**config.mk**
```make
export PLATFORM = sky130hd
export DESIGN_NAME = output_port_arbiter_flat
export DESIGN_NICKNAME = d
export VERILOG_FILES = /design/src/rtl/noc_pkg.sv /design/src/rtl/output_port_arbiter_if.sv /design/src/rtl/output_port_arbiter_rr_pick.sv /design/src/rtl/output_port_arbiter.sv /design/src/flat_wrapper.sv
export SDC_FILE = /design/constraint.sdc
export NUM_CORES = 1
export LEC_CHECK = 0
export CAP_MARGIN = 30
export CORE_MARGIN = 2
export CORE_UTILIZATION = 45
export DETAILED_ROUTE_END_ITERATION = 10
export GPL_TIMING_DRIVEN = 0
export HOLD_SLACK_MARGIN = 0.08
export PLACE_DENSITY = 0.63
export SYNTH_ARGS = -nofsm -noshare
export SYNTH_HDL_FRONTEND = slang
export SYNTH_SLANG_ARGS = --single-unit
```
**constraint.sdc**
```tcl
create_clock -name clk -period 5.5 [get_ports clk]
set_clock_uncertainty 0.1 [all_clocks]
set_input_delay 0.825 -clock clk [delete_from_list [all_inputs] [get_ports clk]]
set_output_delay 0.825 -clock clk [all_outputs]
set_load 0.02 [all_outputs]
```
**src/rtl/noc_pkg.sv**
```systemverilog
// Shared router definitions: port count, port indices, one-hot selects and
// the output arbiter state encoding.
package noc_pkg;

    localparam int NPORT = 5;

    localparam int PORT_L = 0;
    localparam int PORT_N = 1;
    localparam int PORT_E = 2;
    localparam int PORT_S = 3;
    localparam int PORT_W = 4;

    localparam logic [NPORT-1:0] OH_NONE = 5'b00000;
    localparam logic [NPORT-1:0] OH_L    = 5'b00001;
    localparam logic [NPORT-1:0] OH_N    = 5'b00010;
    localparam logic [NPORT-1:0] OH_E    = 5'b00100;
    localparam logic [NPORT-1:0] OH_S    = 5'b01000;
    localparam logic [NPORT-1:0] OH_W    = 5'b10000;
    localparam logic [NPORT-1:0] OH_ALL  = 5'b11111;

    typedef enum logic [0:0] {
        ARB_IDLE = 1'b0,
        ARB_BUSY = 1'b1
    } arb_state_e;

endpackage

```
**src/rtl/output_port_arbiter_if.sv**
```systemverilog
// Handshake bundle between the input ports / link and one output port arbiter.
interface output_port_arbiter_if #(
    parameter int NPORT = 5
) ();
    logic [NPORT-1:0] req;
    logic [NPORT-1:0] tail;
    logic             out_ready;
    logic [NPORT-1:0] grant;
    logic             xfer;
    logic             err_long;

    modport master (
        output req, tail, out_ready,
        input  grant, xfer, err_long
    );

    modport slave (
        input  req, tail, out_ready,
        output grant, xfer, err_long
    );
endinterface

```
**src/rtl/output_port_arbiter_rr_pick.sv**
```systemverilog
// Rotate-priority picker: first set request bit at or above ptr, wrapping,
// returned one-hot; all zeros when nothing requests.
module rr_pick #(
    parameter int NPORT = 5,
    parameter int PW    = $clog2(NPORT)
) (
    input  logic [NPORT-1:0] req,
    input  logic [PW-1:0]    ptr,
    output logic [NPORT-1:0] win
);
    logic          found;
    logic [PW-1:0] idx;

    always_comb begin
        win   = '0;
        found = 1'b0;
        idx   = '0;
        for (int k = 0; k < NPORT; k++) begin
            idx = PW'((int'(ptr) + k) % NPORT);
            if (!found && req[idx]) begin
                win[idx] = 1'b1;
                found    = 1'b1;
            end
        end
    end
endmodule

```
**src/rtl/output_port_arbiter.sv**
```systemverilog
// Round-robin wormhole arbiter for one router output port; the grant is held
// from the head flit until the tail flit (or a forced release) crosses the link.
//
//  state | meaning
//  IDLE  | no owner, grant=0; arbitrate among requests from ptr upward
//  BUSY  | grant held by one input until its tail xfer or MAX_PKT flits
module output_port_arbiter
    import noc_pkg::*;
#(
    parameter int NPORT   = noc_pkg::NPORT,
    parameter int MAX_PKT = 16
) (
    input  logic                 clk,
    input  logic                 rst,
    output_port_arbiter_if.slave bus
);
    localparam int PW = $clog2(NPORT);
    localparam int CW = $clog2(MAX_PKT + 1);

    localparam logic [0:0] IDLE = ARB_IDLE;
    localparam logic [0:0] BUSY = ARB_BUSY;

    logic [0:0]       state_q, state_d;
    logic [NPORT-1:0] grant_q, grant_d;
    logic [PW-1:0]    ptr_q, ptr_d;
    logic [CW-1:0]    flit_cnt_q, flit_cnt_d;
    logic             err_long_q, err_long_d;

    logic [NPORT-1:0] win;
    logic [PW-1:0]    own_idx;
    logic [PW-1:0]    ptr_next;
    logic             xfer;
    logic             tail_hit;
    logic             at_limit;

    rr_pick #(
        .NPORT (NPORT),
        .PW    (PW)
    ) u_pick (
        .req (bus.req),
        .ptr (ptr_q),
        .win (win)
    );

    assign xfer     = bus.out_ready & |(grant_q & bus.req);
    assign tail_hit = |(grant_q & bus.tail);
    assign at_limit = (flit_cnt_q == CW'(MAX_PKT - 1));

    always_comb begin
        own_idx = '0;
        for (int i = 0; i < NPORT; i++) begin
            if (grant_q[i]) own_idx = PW'(i);
        end
        ptr_next = (int'(own_idx) == NPORT - 1) ? '0 : own_idx + 1'b1;
    end

    always_comb begin
        state_d    = state_q;
        grant_d    = grant_q;
        ptr_d      = ptr_q;
        flit_cnt_d = flit_cnt_q;
        err_long_d = err_long_q;
        case (state_q)
            IDLE: begin
                if (|bus.req) begin
                    grant_d    = win;
                    flit_cnt_d = '0;
                    state_d    = BUSY;
                end else begin
                    grant_d = '0;
                end
            end
            BUSY: begin
                if (xfer) begin
                    if (flit_cnt_q != CW'(MAX_PKT)) flit_cnt_d = flit_cnt_q + 1'b1;
                    // Tail wins over the length limit: a tail on the last allowed flit is clean.
                    if (tail_hit || at_limit) begin
                        grant_d = '0;
                        state_d = IDLE;
                        ptr_d   = ptr_next;
                        if (!tail_hit) err_long_d = 1'b1;
                    end
                end
            end
            default: begin
                state_d = IDLE;
                grant_d = '0;
            end
        endcase
    end

    always_ff @(posedge clk or posedge rst) begin
        if (rst) begin
            state_q    <= IDLE;
            grant_q    <= '0;
            ptr_q      <= '0;
            flit_cnt_q <= '0;
            err_long_q <= 1'b0;
        end else begin
            state_q    <= state_d;
            grant_q    <= grant_d;
            ptr_q      <= ptr_d;
            flit_cnt_q <= flit_cnt_d;
            err_long_q <= err_long_d;
        end
    end

    assign bus.grant    = grant_q;
    assign bus.xfer     = xfer;
    assign bus.err_long = err_long_q;
endmodule

```
**src/flat_wrapper.sv**
```systemverilog
// flat-port wrapper written by rule: the top's interface ports become plain ports
module output_port_arbiter_flat import noc_pkg::*;
#(
    parameter int NPORT   = noc_pkg::NPORT,
    parameter int MAX_PKT = 16
)
  (clk, rst, bus_req, bus_tail, bus_out_ready, bus_grant, bus_xfer, bus_err_long);
  output_port_arbiter_if #(.NPORT(NPORT)) bus_i ();
  input  logic clk;
  input  logic rst;
  input wire logic [$bits(bus_i.req)-1:0] bus_req;
  input wire logic [$bits(bus_i.tail)-1:0] bus_tail;
  input wire logic [$bits(bus_i.out_ready)-1:0] bus_out_ready;
  output wire logic [$bits(bus_i.grant)-1:0] bus_grant;
  output wire logic [$bits(bus_i.xfer)-1:0] bus_xfer;
  output wire logic [$bits(bus_i.err_long)-1:0] bus_err_long;
  assign bus_i.req = bus_req;
  assign bus_i.tail = bus_tail;
  assign bus_i.out_ready = bus_out_ready;
  assign bus_grant = bus_i.grant;
  assign bus_xfer = bus_i.xfer;
  assign bus_err_long = bus_i.err_long;
  output_port_arbiter #(.NPORT(NPORT), .MAX_PKT(MAX_PKT)) u_core (.clk(clk), .rst(rst), .bus(bus_i));
endmodule
```
# Word level (Yosys, flattened, before mapping)
# Cells that the tools add are included.
[op_classes] addsub=6 mul=0 div_mod_pow=5 order_cmp=10 n_eq_ne=7 n_shift=0 mux=46 bitwise_logic=9 n_reduce_logical=21
[op_table] cell="$mod 32x4->32 const B" n=4
[op_table] cell="$mux 5" n=11
[op_table] cell="$mod 4x4->32 const B" n=1
[op_table] cell="$lt 3x4->1 const B" n=5
[op_table] cell="$or 5x5->5" n=4
[op_table] cell="$pmux 5 s2" n=2
[op_table] cell="$mux 1" n=18
[op_table] cell="$bmux 1 s3" n=5
[op_table] cell="$demux 1 s3" n=5
[op_table] cell="$ge 3x1->1 const B" n=5
[op_table] cell="$reduce_or 5->1" n=3
[op_table] cell="$and 5x5->5" n=2
[op_table] cell="$logic_and 1x1->1" n=9
[op_table] cell="$add 3x2->4 const B" n=2
[op_table] cell="$mux 3" n=2
[op_table] cell="$ne 2x2->1 const B" n=3
[op_table] cell="$reduce_and 3->1" n=2
[op_table] cell="$add 5x1->5 const B" n=1
[op_table] cell="$eq 5x4->1 const B" n=1
[op_table] cell="$ne 5x5->1 const B" n=1
[op_table] cell="$add 3x1->4 const B" n=1
[op_table] cell="$add 3x3->4 const B" n=1
[op_table] cell="$logic_not 1->1" n=4
[op_table] cell="$mux 2" n=2
[op_table] cell="other kinds (9)" n=10
[totals] ff_bits=15 latchBits=0 mem_bits_rw=0 mem_bits_ro=0 output_inout_bits=7 word_cells=109 n_memories=0

# Depth between registers and ports, before layout
# Gate-level depths: netlist of the first run.
[logic_depth] ltp_word=18 ltp_mapped=19

# Hierarchy
# A second synthesis of the first run with hierarchy kept.
[unflattened] hier_cells=324 hier_area_um2=2563.7
[by_module_without_submodules] mod="rr_pick" instances=1 cells_per_inst=255 area_each_um2=1781.7 seq_area_each_um2=0.0
[by_module_without_submodules] mod="output_port_arbiter" instances=1 cells_per_inst=69 area_each_um2=782.0 seq_area_each_um2=375.4

# Worst setup path after synthesis of the first run
# Ideal clock, no wire load.
[synth_timing] path_type="register -> register" start="register u_core.ptr_q[0]" end="register u_core.grant_q[0] (netlist: u_core.bus.grant[0])" arrival_ns=3.998 t_required_ns=5.274 path_slack_ns=1.276 stages_incl_launch_ff=20 synth_period_minus_slack_ns=4.224 cell_sequence="dfrtp_1 > buf_6 > inv_2 > clkbuf_1 > ha_1 > inv_1 > ha_1 > inv_1 > ha_1 > inv_1 > ha_1 > nand2b_1 > a21oi_1 > o22ai_1 > a21oi_2 > xnor2_1 > mux2_4 > o221ai_4 > mux2i_1 > a221o_1"
[synth_between] elab_chain_cells=18 elab_cells_between_ends=67
[synth_lines] item="start, declared" line="output_port_arbiter.sv:25" source="logic [PW-1:0] ptr_q, ptr_d;"
[synth_lines] item="start signal, assigned" line="output_port_arbiter.sv:102" source="ptr_q <= ptr_d;"
[synth_lines] item="parallel branches: the longest is 15 deep, another holds $mod 32x4->32"
[synth_lines] item="$mux 5 (*)" line="output_port_arbiter_rr_pick.sv:20" source="if (!found && req[idx]) begin"
[synth_lines] item="$mux 5 (*)" line="output_port_arbiter.sv:65" source="if (|bus.req) begin"
[synth_lines] item="$pmux 5 s2 (*)" line="output_port_arbiter.sv:63" source="case (state_q)"
[synth_lines] item="end signal, assigned" line="output_port_arbiter.sv:101" source="grant_q <= grant_d;"
[synth_lines] item="end, declared" line="output_port_arbiter.sv:24" source="logic [NPORT-1:0] grant_q, grant_d;"
# Mark *: on every way between the ends. The select of a mux whose other input is x is not followed.
# A chain may end at the register's enable or synchronous reset.

# Final worst setup path of the first run
# Same ends and word-level chain as after synthesis.

==> results.cfg, run 1 <==
[critical_path]
path_buf_inv = 4
path_delay_family = compound AO/OA/AOI/OAI gates
cp.depth = 17
critPathMaxFanout = 12
end_kind = flip-flop
cpMaxStageDelayCell = clkbuf_1
r2r_cells = 17
cpPeakStageDelay_ns = 0.54
startpoint_type = flip-flop
path_cells = buf_6, inv_2, clkbuf_1, ha_1, clkbuf_1, and2_1, nor2_1, xnor2_1, ha_1, nand2b_1, a211oi_1, o21ai_1, o311ai_0, a21oi_1, nand3_1, mux2i_1, a221o_1
crit_required_ns = 5.54
critical_path_arrival_ns = 4.98
criticalPathCategory = flip-flop to flip-flop
ff2ff_setup_slack_ns = 0.56

[timing]
worst_pin_slew_ns = 0.698
slew_viol_final = 0
final-hold-violation-count = 0
maxSlewHeadroom = 0.535
finalSetupTns_ns = 0
min_period_ns = 4.94
rsz0062_at_grt = no
fin_crit_sh = 0.898
hold_ws_ns = 0.373
fmax_ghz = 0.202
setup_viol = 0

[floorplanning]
die_h_um = 77.9
chipWidth_um = 77.9
floorplan.initialDensity = 0.473
core_area_um2 = 5200
ios = 20
num_rows = 26
dieArea_um2 = 6070

[cells_and_area]
drive_gt1_frac = 0.0944
synthToLayoutAreaGrowth_pct = 12.4
antenna_cells = 0
final_cell_mix = nor2_1 (22), nand2_1 (22), ha_1 (21)
nets = 374

[run]
maxCapViolations = 0

[routing]
first_pass_iters = 4
num_vias = 2437
routed_via_density = 5.96
dr.first_iter.drc_count = 162
final_antenna_net_count = 0
routed_wl_um = 6780
wire_per_inst_um = 16.6
drc_errors = 0

[placed_design]
dp.final_hpwl_um = 5200
gp_congestion = 0.839
port_buffers = 17

[logic_synthesis]
synth-edff-count = 0
syn_inst = 318
ys.flop_type = dfrtp_1
ys_seq_area_frac = 0.153
netlist_top_cells_area = dfrtp_1 (15%), ha_1 (11%), mux2i_1 (4.9%), o21ai_0 (4.1%), a21oi_1 (3.9%)
ys_ff_latch = 15
synth_area_per_cell_um2 = 7.74
synthesis.area_um2 = 2460
synth_fp_nets = 352
synth.largest_area_cell = dfrtp_1
async_flop_share = 1.00
synth_top_area_frac = 0.153
synth_cell_types = 68
yosysWarnings = 0

[clock_tree]
cts_tree = built
clockRootBuffer = clkbuf_8
clockBufferDepth = 2
clk_pin_slew_worst_paths_ns = 0.07
cts_sinks = 15
clk_latency_ns = 0.25
postCtsSetupRepairBufs = 0
htree_levels = 1
ctsResizeCount = 0
hold_buffers = 0
cts_buffers = 3

[min_path]
hold_path_class = flip-flop to flip-flop
hold_depth = 1

[grt]
gr-usage-all-layers = 0.233
grt_max_degree = 16
overflow = 0
grt_pass1_wl_um = 11500
antenna_found_initial = 0
grt_pass1_vias = 2355

[status]
status = finished clean
[area by class of cell]
cell class | instances | area [um^2]
Buffer | 17 | 85.1
Clock buffer | 3 | 41.3
Clock inverter | 1 | 5.00
Fill cell | 507 | 2440
Inverter | 22 | 82.6
Multi-Input combinational cell | 264 | 1920
Sequential cell | 15 | 375
Tap cell | 70 | 87.6
Timing Repair Buffer | 17 | 170
[logic make-up after synthesis]
logic type      after synthesis  share of synthesized area
mux                          18                     0.0824
fa+ha+maj                    21                      0.107
compound gates              104                      0.306
buf+inv                      39                     0.0682
xor+xnor                      7                     0.0280
flops                        15                      0.153
simple gates                114                      0.256
[sequential cells by signal, summed over array words and instances, names as in the netlist]
name and count:
u_core.bus.grant 5, u_core.flit_cnt_q 5, u_core.ptr_q 3, u_core.bus.err_long 1
u_core.state_q 1
[metal layers]
layer  track usage  vias up  wire length [um]
met5             0        -                 0
met4        0.0632        0               106
met3        0.0267        8               450
met2         0.384       71              3070
met1         0.323     1117              3160
li1              -     1241                 -
[final timing paths]
| path | startpoint | endpoint |
|---|---|---|
| setup / recovery | u_core.ptr_q[0] | u_core.bus.grant[0] |
| hold / removal | u_core.bus.err_long | u_core.bus.err_long |
| setup reg to reg | u_core.ptr_q[0] | u_core.bus.grant[0] |
| hold reg to reg | u_core.bus.err_long | u_core.bus.err_long |
| max in group asynchronous | rst | u_core.ptr_q[2] |
| min in group asynchronous | rst | u_core.bus.err_long |
[per-stage QoR]
step / cell area (um^2) / worst slack, ns / instances / util
finish: 2760 / 0.560 / 409 / 0.531
global route: 2760 / 0.0951 / 409 / 0.531
CTS: 2760 / 0.555 / 409 / 0.531
detailed placement: 2720 / 0.589 / 405 / 0.522
global placement: 2720 / 0.602 / 405 / 0.522
floorplan: 2460 / 1.28 / 318 / -
[cells in the mapped netlist, types with 6 or more instances]
cell and n:
nand3_1 11, and3_1 7, nor2_1 22, o21ai_0 20, dfrtp_1 15, clkbuf_1 11
nand2b_1 10, ha_1 21, nor3_1 10, o211ai_1 6, inv_1 19, a21oi_1 19
nand2_1 22, mux2i_1 12, a31oi_1 7
Power of run 1 is left out: the tool's default activity adds up to more than one toggle a clock period on the data nets, which glitch-free logic cannot reach.
==> run 2: changes to the inputs <==
--- a/config.mk
+++ b/config.mk
@@ -7,11 +7,11 @@
 export LEC_CHECK = 0
 export CAP_MARGIN = 30
 export CORE_MARGIN = 2
-export CORE_UTILIZATION = 45
+export CORE_UTILIZATION = 30
 export DETAILED_ROUTE_END_ITERATION = 10
 export GPL_TIMING_DRIVEN = 0
 export HOLD_SLACK_MARGIN = 0.08
-export PLACE_DENSITY = 0.63
+export PLACE_DENSITY = 0.46
 export SYNTH_ARGS = -nofsm -noshare
 export SYNTH_HDL_FRONTEND = slang
 export SYNTH_SLANG_ARGS = --single-unit
==> results.cfg, run 2 (synthesized netlist as in run 1, its figures left out) <==
[clock_tree]
clk_pin_slew_worst_paths_ns = 0.06
cts_tree = built
cts_buffers = 3
postCtsSetupRepairBufs = 0
cts_sinks = 15
clockRootBuffer = clkbuf_8
hold_buffers = 0
htree_levels = 1
clk_latency_ns = 0.25
clockBufferDepth = 2
ctsResizeCount = 0

[critical_path]
critPathMaxFanout = 12
startpoint_type = flip-flop
path_cells = buf_6, inv_2, clkbuf_1, ha_1, buf_2, inv_1, ha_1, inv_1, ha_1, nand2b_1, a22oi_1, a31oi_1, nor4b_2, and4bb_4, nor4bb_1, a221oi_1, o21ai_0
cp_common_cell = ha_1
cpMaxStageDelayCell = nor4b_2
end_kind = flip-flop
rr_startpoint = u_core.ptr_q[0]
crit_required_ns = 5.51
r2r_end = u_core.bus.grant[3]
cpPeakStageDelay_ns = 0.54
r2r_cells = 17
criticalPathCategory = flip-flop to flip-flop
ff2ff_setup_slack_ns = 0.54
critical_path_arrival_ns = 4.97

[min_path]
hold_path_class = flip-flop to flip-flop
whs_endpoint = u_core.bus.err_long
hold_depth = 1
hold_path.startpoint = u_core.bus.err_long

[grt]
gr-usage-all-layers = 0.172
grt_pass1_vias = 2403
grt_max_degree = 16
overflow = 0
antenna_found_initial = 1
grt_pass1_wl_um = 12000

[floorplanning]
num_rows = 33
chipWidth_um = 94.6
floorplan.initialDensity = 0.304
dieArea_um2 = 8940
die_h_um = 94.6
core_area_um2 = 8090
ios = 20

[routing]
dr.max_layer_used = met5
wl_met3_um = 293
routed_wl_um = 7410
final_antenna_net_count = 0
first_pass_iters = 5
drc_errors = 0
wire_per_inst_um = 16.7
num_vias = 2447
dr_wl_met2_um = 3350
routed_via_density = 5.51
dr.first_iter.drc_count = 120
drt-met1-wl_um = 3580

[placed_design]
port_buffers = 17
placedInstanceArea_um2 = 2760
dp.final_hpwl_um = 5830
gp_congestion = 0.845

[timing]
worst_pin_slew_ns = 0.688
finalSetupTns_ns = 0
slew_viol_final = 0
fmax_ghz = 0.202
hold_ws_ns = 0.375
min_period_ns = 4.96
final-hold-violation-count = 0
maxSlewHeadroom = 0.541
setup_viol = 0
fin_crit_sh = 0.901
rsz0062_at_grt = no

[cells_and_area]
stdcell_area_um2 = 2810
finish.utilization = 0.347
regArea_um2 = 375
fillers = 903
synthToLayoutAreaGrowth_pct = 14.1
final_cell_mix = nor2_1 (22), nand2_1 (22), ha_1 (21)
multi_input_area_um2 = 1920
nets = 374
antenna_cells = 0
drive_gt1_frac = 0.0944

[run]
maxCapViolations = 0

[status]
status = finished clean
## run 2: cell counts in the layout (fill, tap and decap cells not counted)
Identical to the previous run, type by type.
## run 2: layout make-up
cell class,instances,share of cell area
flip-flops and latches,15,0.134
clock inverters,1,0.00178
well taps,105,0.0468
clock buffers,3,0.0147
repair buffers,17,0.0606
inverters,22,0.0294
plain buffers,17,0.0303
multi-input cells,264,0.683
## run 2: worst max path at each step
stage                    start             endpoint
2_1_floorplan  u_core.ptr_q[0]  u_core.bus.grant[0]
3_3_place_gp   u_core.ptr_q[0]  u_core.bus.grant[3]
3_5_place_dp   u_core.ptr_q[0]  u_core.bus.grant[0]
4_1_cts        u_core.ptr_q[0]  u_core.bus.grant[3]
5_1_grt        u_core.ptr_q[0]  u_core.bus.grant[3]
6_report       u_core.ptr_q[0]  u_core.bus.grant[3]
## run 2: layer usage
metal	track usage	vias to the layer above
met5	0	-
met4	0.0556	2
met3	0.0168	16
met2	0.285	64
met1	0.235	1127
li1	-	1238
## run 2: critical path, delay by kind of cell, from the launching register on
kind	cells	cell delay, ns
AOI/OAI and AO/OA	4	0.93
DFF	1	0.44
and+or+nand+nor	4	1.17
adders and majority gates	3	0.83
buffers and inverters	6	1.32
## run 2: metrics by stage
step	instances	setup slack, ns
global placement	440	0.456
CTS	444	0.509
global route	444	0.124
finish	444	0.543
floorplan	318	1.28
detailed placement	440	0.535
Power of run 2 is left out for the same reason.
